--- src/rtl/alu_arbiter_pkg.sv ---
// Shared CPU types for the ALU arbiter: word/opcode widths and arbiter state encoding.
package alu_arbiter_pkg;

  typedef logic [31:0] word_t;

  typedef enum logic [3:0] {
    ALU_SLL  = 4'b0000,
    ALU_SRL  = 4'b0001,
    ALU_ADD  = 4'b0010,
    ALU_SUB  = 4'b0011,
    ALU_AND  = 4'b0100,
    ALU_OR   = 4'b0101,
    ALU_XOR  = 4'b0110,
    ALU_NOR  = 4'b0111,
    ALU_SLT  = 4'b1010,
    ALU_SLTU = 4'b1011
  } aluop_t;

  typedef enum logic [1:0] {
    ARB_IDLE,
    ARB_EXEC,
    ARB_RESP
  } alu_arb_state_t;

endpackage

--- src/rtl/alu_arbiter_if.sv ---
// Bundle of the two requester channels, the shared result/flags and the link to the ALU.
interface alu_arbiter_if;
  import alu_arbiter_pkg::*;

  logic   req0;
  logic   req1;
  aluop_t aluop0;
  aluop_t aluop1;
  word_t  porta0;
  word_t  portb0;
  word_t  porta1;
  word_t  portb1;
  logic   done0;
  logic   done1;
  word_t  result;
  logic   negative;
  logic   zero;
  logic   overflow;
  aluop_t alu_op;
  word_t  alu_a;
  word_t  alu_b;
  word_t  alu_out;
  logic   alu_neg;
  logic   alu_zero;
  logic   alu_ovf;

  // Arbiter side
  modport slave (
    input  req0, req1, aluop0, aluop1, porta0, portb0, porta1, portb1,
    input  alu_out, alu_neg, alu_zero, alu_ovf,
    output done0, done1, result, negative, zero, overflow,
    output alu_op, alu_a, alu_b
  );

  // Requester side
  modport master (
    output req0, req1, aluop0, aluop1, porta0, portb0, porta1, portb1,
    input  done0, done1, result, negative, zero, overflow
  );

  modport alu (
    input  alu_op, alu_a, alu_b,
    output alu_out, alu_neg, alu_zero, alu_ovf
  );

endinterface

--- src/rtl/alu_arbiter_rr_picker.sv ---
// Two-way round-robin picker; the current owner can be masked out so RESP only hands over.
module alu_rr_picker (
  input  logic req0,
  input  logic req1,
  input  logic last_grant,
  input  logic exclude_valid,
  input  logic exclude_id,
  output logic grant_valid,
  output logic grant_id
);

  logic eff0;
  logic eff1;

  assign eff0 = req0 && !(exclude_valid && (exclude_id == 1'b0));
  assign eff1 = req1 && !(exclude_valid && (exclude_id == 1'b1));

  always_comb begin
    grant_valid = eff0 || eff1;
    grant_id    = 1'b0;
    if (eff0 && eff1) begin
      grant_id = ~last_grant;
    end else if (eff1) begin
      grant_id = 1'b1;
    end
  end

endmodule

--- src/rtl/alu_arbiter.sv ---
// Time-shares one ALU between two requesters: latch winner's operands, execute one
// cycle, register result/flags, then pulse done to the owner.
module alu_arbiter (
  input logic          CLK,
  input logic          nRST,
  alu_arbiter_if.slave bus
);
  import alu_arbiter_pkg::*;

  alu_arb_state_t state;
  logic           last_grant;
  logic           owner;
  aluop_t         op_q;
  word_t          a_q;
  word_t          b_q;

  logic           grant_valid;
  logic           grant_id;
  logic           in_resp;
  aluop_t         grant_op;
  word_t          grant_a;
  word_t          grant_b;

  assign in_resp = (state == ARB_RESP);

  alu_rr_picker u_picker (
    .req0          (bus.req0),
    .req1          (bus.req1),
    .last_grant    (last_grant),
    .exclude_valid (in_resp),
    .exclude_id    (owner),
    .grant_valid   (grant_valid),
    .grant_id      (grant_id)
  );

  assign grant_op = grant_id ? bus.aluop1 : bus.aluop0;
  assign grant_a  = grant_id ? bus.porta1 : bus.porta0;
  assign grant_b  = grant_id ? bus.portb1 : bus.portb0;

  // IDLE and RESP share the grant path, so a waiting requester follows RESP with no bubble.
  always_ff @(posedge CLK or negedge nRST) begin
    if (!nRST) begin
      state        <= ARB_IDLE;
      last_grant   <= 1'b1;
      owner        <= 1'b0;
      op_q         <= aluop_t'(4'b0000);
      a_q          <= '0;
      b_q          <= '0;
      bus.result   <= '0;
      bus.negative <= 1'b0;
      bus.zero     <= 1'b0;
      bus.overflow <= 1'b0;
    end else begin
      case (state)
        ARB_IDLE, ARB_RESP: begin
          if (grant_valid) begin
            op_q       <= grant_op;
            a_q        <= grant_a;
            b_q        <= grant_b;
            owner      <= grant_id;
            last_grant <= grant_id;
            state      <= ARB_EXEC;
          end else begin
            state <= ARB_IDLE;
          end
        end
        ARB_EXEC: begin
          bus.result   <= bus.alu_out;
          bus.negative <= bus.alu_neg;
          bus.zero     <= bus.alu_zero;
          bus.overflow <= bus.alu_ovf;
          state        <= ARB_RESP;
        end
        default: state <= ARB_IDLE;
      endcase
    end
  end

  assign bus.done0  = in_resp && !owner;
  assign bus.done1  = in_resp && owner;
  assign bus.alu_op = op_q;
  assign bus.alu_a  = a_q;
  assign bus.alu_b  = b_q;

endmodule
--- src/flat_wrapper.sv ---
// flat-port wrapper written by rule: the top's interface ports become plain ports
module alu_arbiter_flat import alu_arbiter_pkg::*;
  (CLK, nRST, bus_req0, bus_req1, bus_aluop0, bus_aluop1, bus_porta0, bus_portb0, bus_porta1, bus_portb1, bus_alu_out, bus_alu_neg, bus_alu_zero, bus_alu_ovf, bus_done0, bus_done1, bus_result, bus_negative, bus_zero, bus_overflow, bus_alu_op, bus_alu_a, bus_alu_b);
  alu_arbiter_if bus_i ();
  input logic CLK;
  input logic nRST;
  input wire logic [$bits(bus_i.req0)-1:0] bus_req0;
  input wire logic [$bits(bus_i.req1)-1:0] bus_req1;
  input wire logic [$bits(bus_i.aluop0)-1:0] bus_aluop0;
  input wire logic [$bits(bus_i.aluop1)-1:0] bus_aluop1;
  input wire logic [$bits(bus_i.porta0)-1:0] bus_porta0;
  input wire logic [$bits(bus_i.portb0)-1:0] bus_portb0;
  input wire logic [$bits(bus_i.porta1)-1:0] bus_porta1;
  input wire logic [$bits(bus_i.portb1)-1:0] bus_portb1;
  input wire logic [$bits(bus_i.alu_out)-1:0] bus_alu_out;
  input wire logic [$bits(bus_i.alu_neg)-1:0] bus_alu_neg;
  input wire logic [$bits(bus_i.alu_zero)-1:0] bus_alu_zero;
  input wire logic [$bits(bus_i.alu_ovf)-1:0] bus_alu_ovf;
  output wire logic [$bits(bus_i.done0)-1:0] bus_done0;
  output wire logic [$bits(bus_i.done1)-1:0] bus_done1;
  output wire logic [$bits(bus_i.result)-1:0] bus_result;
  output wire logic [$bits(bus_i.negative)-1:0] bus_negative;
  output wire logic [$bits(bus_i.zero)-1:0] bus_zero;
  output wire logic [$bits(bus_i.overflow)-1:0] bus_overflow;
  output wire logic [$bits(bus_i.alu_op)-1:0] bus_alu_op;
  output wire logic [$bits(bus_i.alu_a)-1:0] bus_alu_a;
  output wire logic [$bits(bus_i.alu_b)-1:0] bus_alu_b;
  assign bus_i.req0 = bus_req0;
  assign bus_i.req1 = bus_req1;
  assign bus_i.aluop0 = bus_aluop0;
  assign bus_i.aluop1 = bus_aluop1;
  assign bus_i.porta0 = bus_porta0;
  assign bus_i.portb0 = bus_portb0;
  assign bus_i.porta1 = bus_porta1;
  assign bus_i.portb1 = bus_portb1;
  assign bus_i.alu_out = bus_alu_out;
  assign bus_i.alu_neg = bus_alu_neg;
  assign bus_i.alu_zero = bus_alu_zero;
  assign bus_i.alu_ovf = bus_alu_ovf;
  assign bus_done0 = bus_i.done0;
  assign bus_done1 = bus_i.done1;
  assign bus_result = bus_i.result;
  assign bus_negative = bus_i.negative;
  assign bus_zero = bus_i.zero;
  assign bus_overflow = bus_i.overflow;
  assign bus_alu_op = bus_i.alu_op;
  assign bus_alu_a = bus_i.alu_a;
  assign bus_alu_b = bus_i.alu_b;
  alu_arbiter u_core (.CLK(CLK), .nRST(nRST), .bus(bus_i));
endmodule
--- config.mk ---
export PLATFORM = sky130hd
export DESIGN_NAME = alu_arbiter_flat
export DESIGN_NICKNAME = d
export VERILOG_FILES = /design/src/rtl/alu_arbiter_pkg.sv /design/src/rtl/alu_arbiter_if.sv /design/src/rtl/alu_arbiter_rr_picker.sv /design/src/rtl/alu_arbiter.sv /design/src/flat_wrapper.sv
export SDC_FILE = /design/constraint.sdc
export NUM_CORES = 1
export LEC_CHECK = 0
export BUFFER_PORTS_ARGS = -buffer_cell sky130_fd_sc_hd__buf_4
export CAP_MARGIN = 20
export CORE_MARGIN = 2
export CORE_UTILIZATION = 45
export DETAILED_ROUTE_END_ITERATION = 10
export PLACE_DENSITY = 0.8
export RECOVER_POWER = 100
export SKIP_LAST_GASP = 1
export SYNTH_ARGS = -nofsm -noshare
export SYNTH_HDL_FRONTEND = slang
export SYNTH_SLANG_ARGS = --single-unit
--- constraint.sdc ---
create_clock -name CLK -period 4.2 [get_ports CLK]
set_input_delay 0.84 -clock CLK [delete_from_list [all_inputs] [get_ports CLK]]
set_output_delay 0.84 -clock CLK [all_outputs]
set_load 0.005 [all_outputs]
==> run_results.csv <==
group,metric,value,unit
placed_design,dp_cells,726,
detailed_routing,ant_nets,0,
floorplan,io_pins,280,
yosys,yosysWarnings,0,
sta,finalSetupViolCount,0,
clock_network,cts_tree,"done",
floorplan,initial_core_util,0.456,
cells_and_area,drive_above_1_share,0.654,
clock_network,clockBufferDepth,2,
detailed_routing,drt_iter0_markers,77,
placed_design,gp_congestion,0.761,
setup_path,cp_cell_sequence,"clkbuf_1 -> buf_4",
setup_path,worstSetupPathType,"in -> async",
setup_path,critPathMaxFanout,41,
cells_and_area,syn_to_final_growth,39.3,%
sta,hold_viol,0,
sta,drv_slew,42,
floorplan,die-area,12900,um2
global_routing,grt_max_degree,42,
global_routing,grt_pass1_wl,18.8,mm
power_and_ir_drop,vdd_drop_max,0.269,mV
detailed_routing,drt-total-wl,12.5,mm
clock_network,post_cts_buffers,0,
yosys,synth.yosys.seq_area_share,0.496,
power_and_ir_drop,power_density,666,nW/um2
sta,fin_crit,2.55,ns
detailed_routing,vias_per_cell,4.82,
clock_network,cts.sink_count,107,
sta,worst_slew_pin_slew,2.18,ns
sta,tns,0,ns
detailed_routing,drc_errors,0,
sta,period_share,0.607,
yosys,synth_cell_types,19,
power_and_ir_drop,power.leakage,3.72,nW
yosys,syn_inst,312,
clock_network,insertion_delay,0.34,ns
clock_network,cts-resized-gates,0,
floorplan,die_x,114,um
sta,rsz0062_at_grt,"no",
global_routing,grt_usage,0.188,
clock_network,htreeDepth,3,
sta,hold-worst-slack,0.469,ns
setup_path,startpoint_type,"primary input",
yosys,synth-seq-cells,107,
setup_path,critPathTopFamily,"buffers and inverters",
clock_network,clk_transition_reported_paths,0.07,ns
detailed_routing,routedWlPerCell,16.8,um
floorplan,die_y,114,um
clock_network,cts_made_buffers,9,
run_status,violations,"capacitance limit, slew limit",
global_routing,antenna_found_initial,0,
setup_path,cpPeakStageDelay,1.53,ns
setup_path,cp.required,4.67,ns
global_routing,overflow,0,
detailed_routing,drt-pass1-iter-count,4,
cells_and_area,nets,765,
sta,max_slew_margin,-0.452,
setup_path,slowest_stage,"clkbuf_1",
setup_path,critPathArrivalTime,3.02,ns
clock_network,cts_hold_buf,0,
cells_and_area,n_fill_cell,983,
placed_design,port_buffers,279,
power_and_ir_drop,total_power,5.01,mW
yosys,synth_fp_nets,487,
floorplan,fp-row-count,40,
run_status,status,"finished with violations",
setup_path,cp-end-kind,"async pin",
detailed_routing,num_vias,3580,
cells_and_area,layout.cells.non_filler,742,
global_routing,grt_pass1_vias,3708,
yosys,netlist_area,5410,um2
cells_and_area,n_antenna_cell,0,
yosys,synth_area_per_cell,17.3,um2
floorplan,core,11900,um2
job,cap_violations,1,
sta,finClkSkew,0.00717,ns
min_path,hold_class,"reg -> reg",
setup_path,crit_buf_inv,2,
placed_design,detailed_place_hpwl,9.43,mm
clock_network,cts-root-buf,"clkbuf_16",
sta,fmax,392,MHz
flip-flops by register name, summed over array words and instances, names as in the netlist:
name,count
u_core.bus.overflow,1
u_core.state,2
u_core.bus.alu_op,4
u_core.bus.zero,1
u_core.bus.negative,1
u_core.last_grant,1
u_core.bus.alu_a,32
u_core.bus.alu_b,32
u_core.owner,1
u_core.bus.result,32
worst register-to-register path, delay by kind of cell (launching register included):
family,cells,cell delay (ns)
mux,1,0.45
simple gates,1,0.46
buf+inv,1,1.04
flops,1,0.42
synthesized netlist by cell type:
master    number  area share
a311oi_2       1      0.0028
a21oi_1        1     0.00093
mux2_2        35       0.073
buf_1          1     0.00069
buf_8          6       0.017
inv_1          5      0.0035
nand2b_1       2      0.0023
buf_4          7      0.0097
buf_12         1      0.0037
buf_6          1      0.0021
clkbuf_1       3      0.0021
mux2_4       136        0.38
dfstp_2        1      0.0049
dfrtp_1      106        0.49
a311o_1        1      0.0019
mux2i_1        2      0.0037
and3b_1        1      0.0016
or2b_1         1      0.0014
nor2_1         1     0.00069
layer usage:
metal,track usage,share of wire,wire length [um],up-vias
met3,0.0505,0.077,954,12
li1,-,-,-,1669
met5,0,0,0,-
met1,0.218,0.38,4710,1740
met2,0.344,0.53,6650,159
met4,0.0496,0.011,132,0
path summary, 6_finish.rpt:
kind,startpoint,end,slack (ns),cells after the start
max,nRST,u_core.bus.result[31]$_DFFE_PN0N_,1.65,2
min,u_core.last_grant$_DFFE_PN1P_,u_core.last_grant$_DFFE_PN1P_,0.47,2
max reg2reg,u_core.state[0]$_DFF_PN0_,u_core.bus.result[7]$_DFFE_PN0N_,1.72,3
min reg2reg,u_core.last_grant$_DFFE_PN1P_,u_core.last_grant$_DFFE_PN1P_,0.47,2
max in group CLK,u_core.state[0]$_DFF_PN0_,u_core.bus.result[7]$_DFFE_PN0N_,1.72,3
min in group asynchronous,nRST,u_core.bus.alu_a[6]$_DFFE_PN0P_,1.13,1
placed cells by master, fill, tap and decap left out:
cell type / instances
or2b_1: 1
and3b_1: 1
nand2b_1: 2
nor2_1: 1
mux2_2: 35
clkinv_4: 1
clkbuf_2: 1
mux2_1: 66
buf_1: 1
clkbuf_1: 20
clkbuf_4: 87
clkinvlp_4: 1
mux2_4: 70
a311oi_4: 1
clkinv_2: 2
a21oi_1: 1
mux2i_1: 2
a311o_2: 1
bufinv_16: 1
clkbuf_16: 9
inv_6: 1
dfrtp_1: 106
dfstp_2: 1
inv_1: 5
buf_4: 178
power breakdown:
part,switching (mW),total (mW),internal (mW)
sequential,0.307,1.88,1.57
clock,0.373,0.837,0.464
combinational,0.846,2.30,1.45
total,1.53,5.01,3.49
area by class of cell:
type / instances / area, um2 / area share
inverters: 5 / 18.8 / 0.00249
repair buffers: 286 / 2070 / 0.275
well taps: 147 / 184 / 0.0244
flip-flops and latches: 107 / 2680 / 0.356
clock buffers: 10 / 229 / 0.0304
clock inverters: 6 / 65.1 / 0.00864
multi-input cells: 181 / 2280 / 0.303
kinds of logic after synthesis:
logic type,synth area share
compound gates,0.00555
flops,0.496
simple gates,0.00602
mux,0.454
buf+inv,0.0384
stage by stage:
step	setup slack (ns)	util	instance area (um2)
2_1_floorplan	2.11	-	5410
3_3_place_gp	1.80	0.637	7560
3_5_place_dp	1.75	0.637	7560
4_1_cts	2.04	0.662	7850
5_1_grt	1.11	0.635	7530
6_report	1.65	0.635	7530
(Power assumes the default switching activity.)
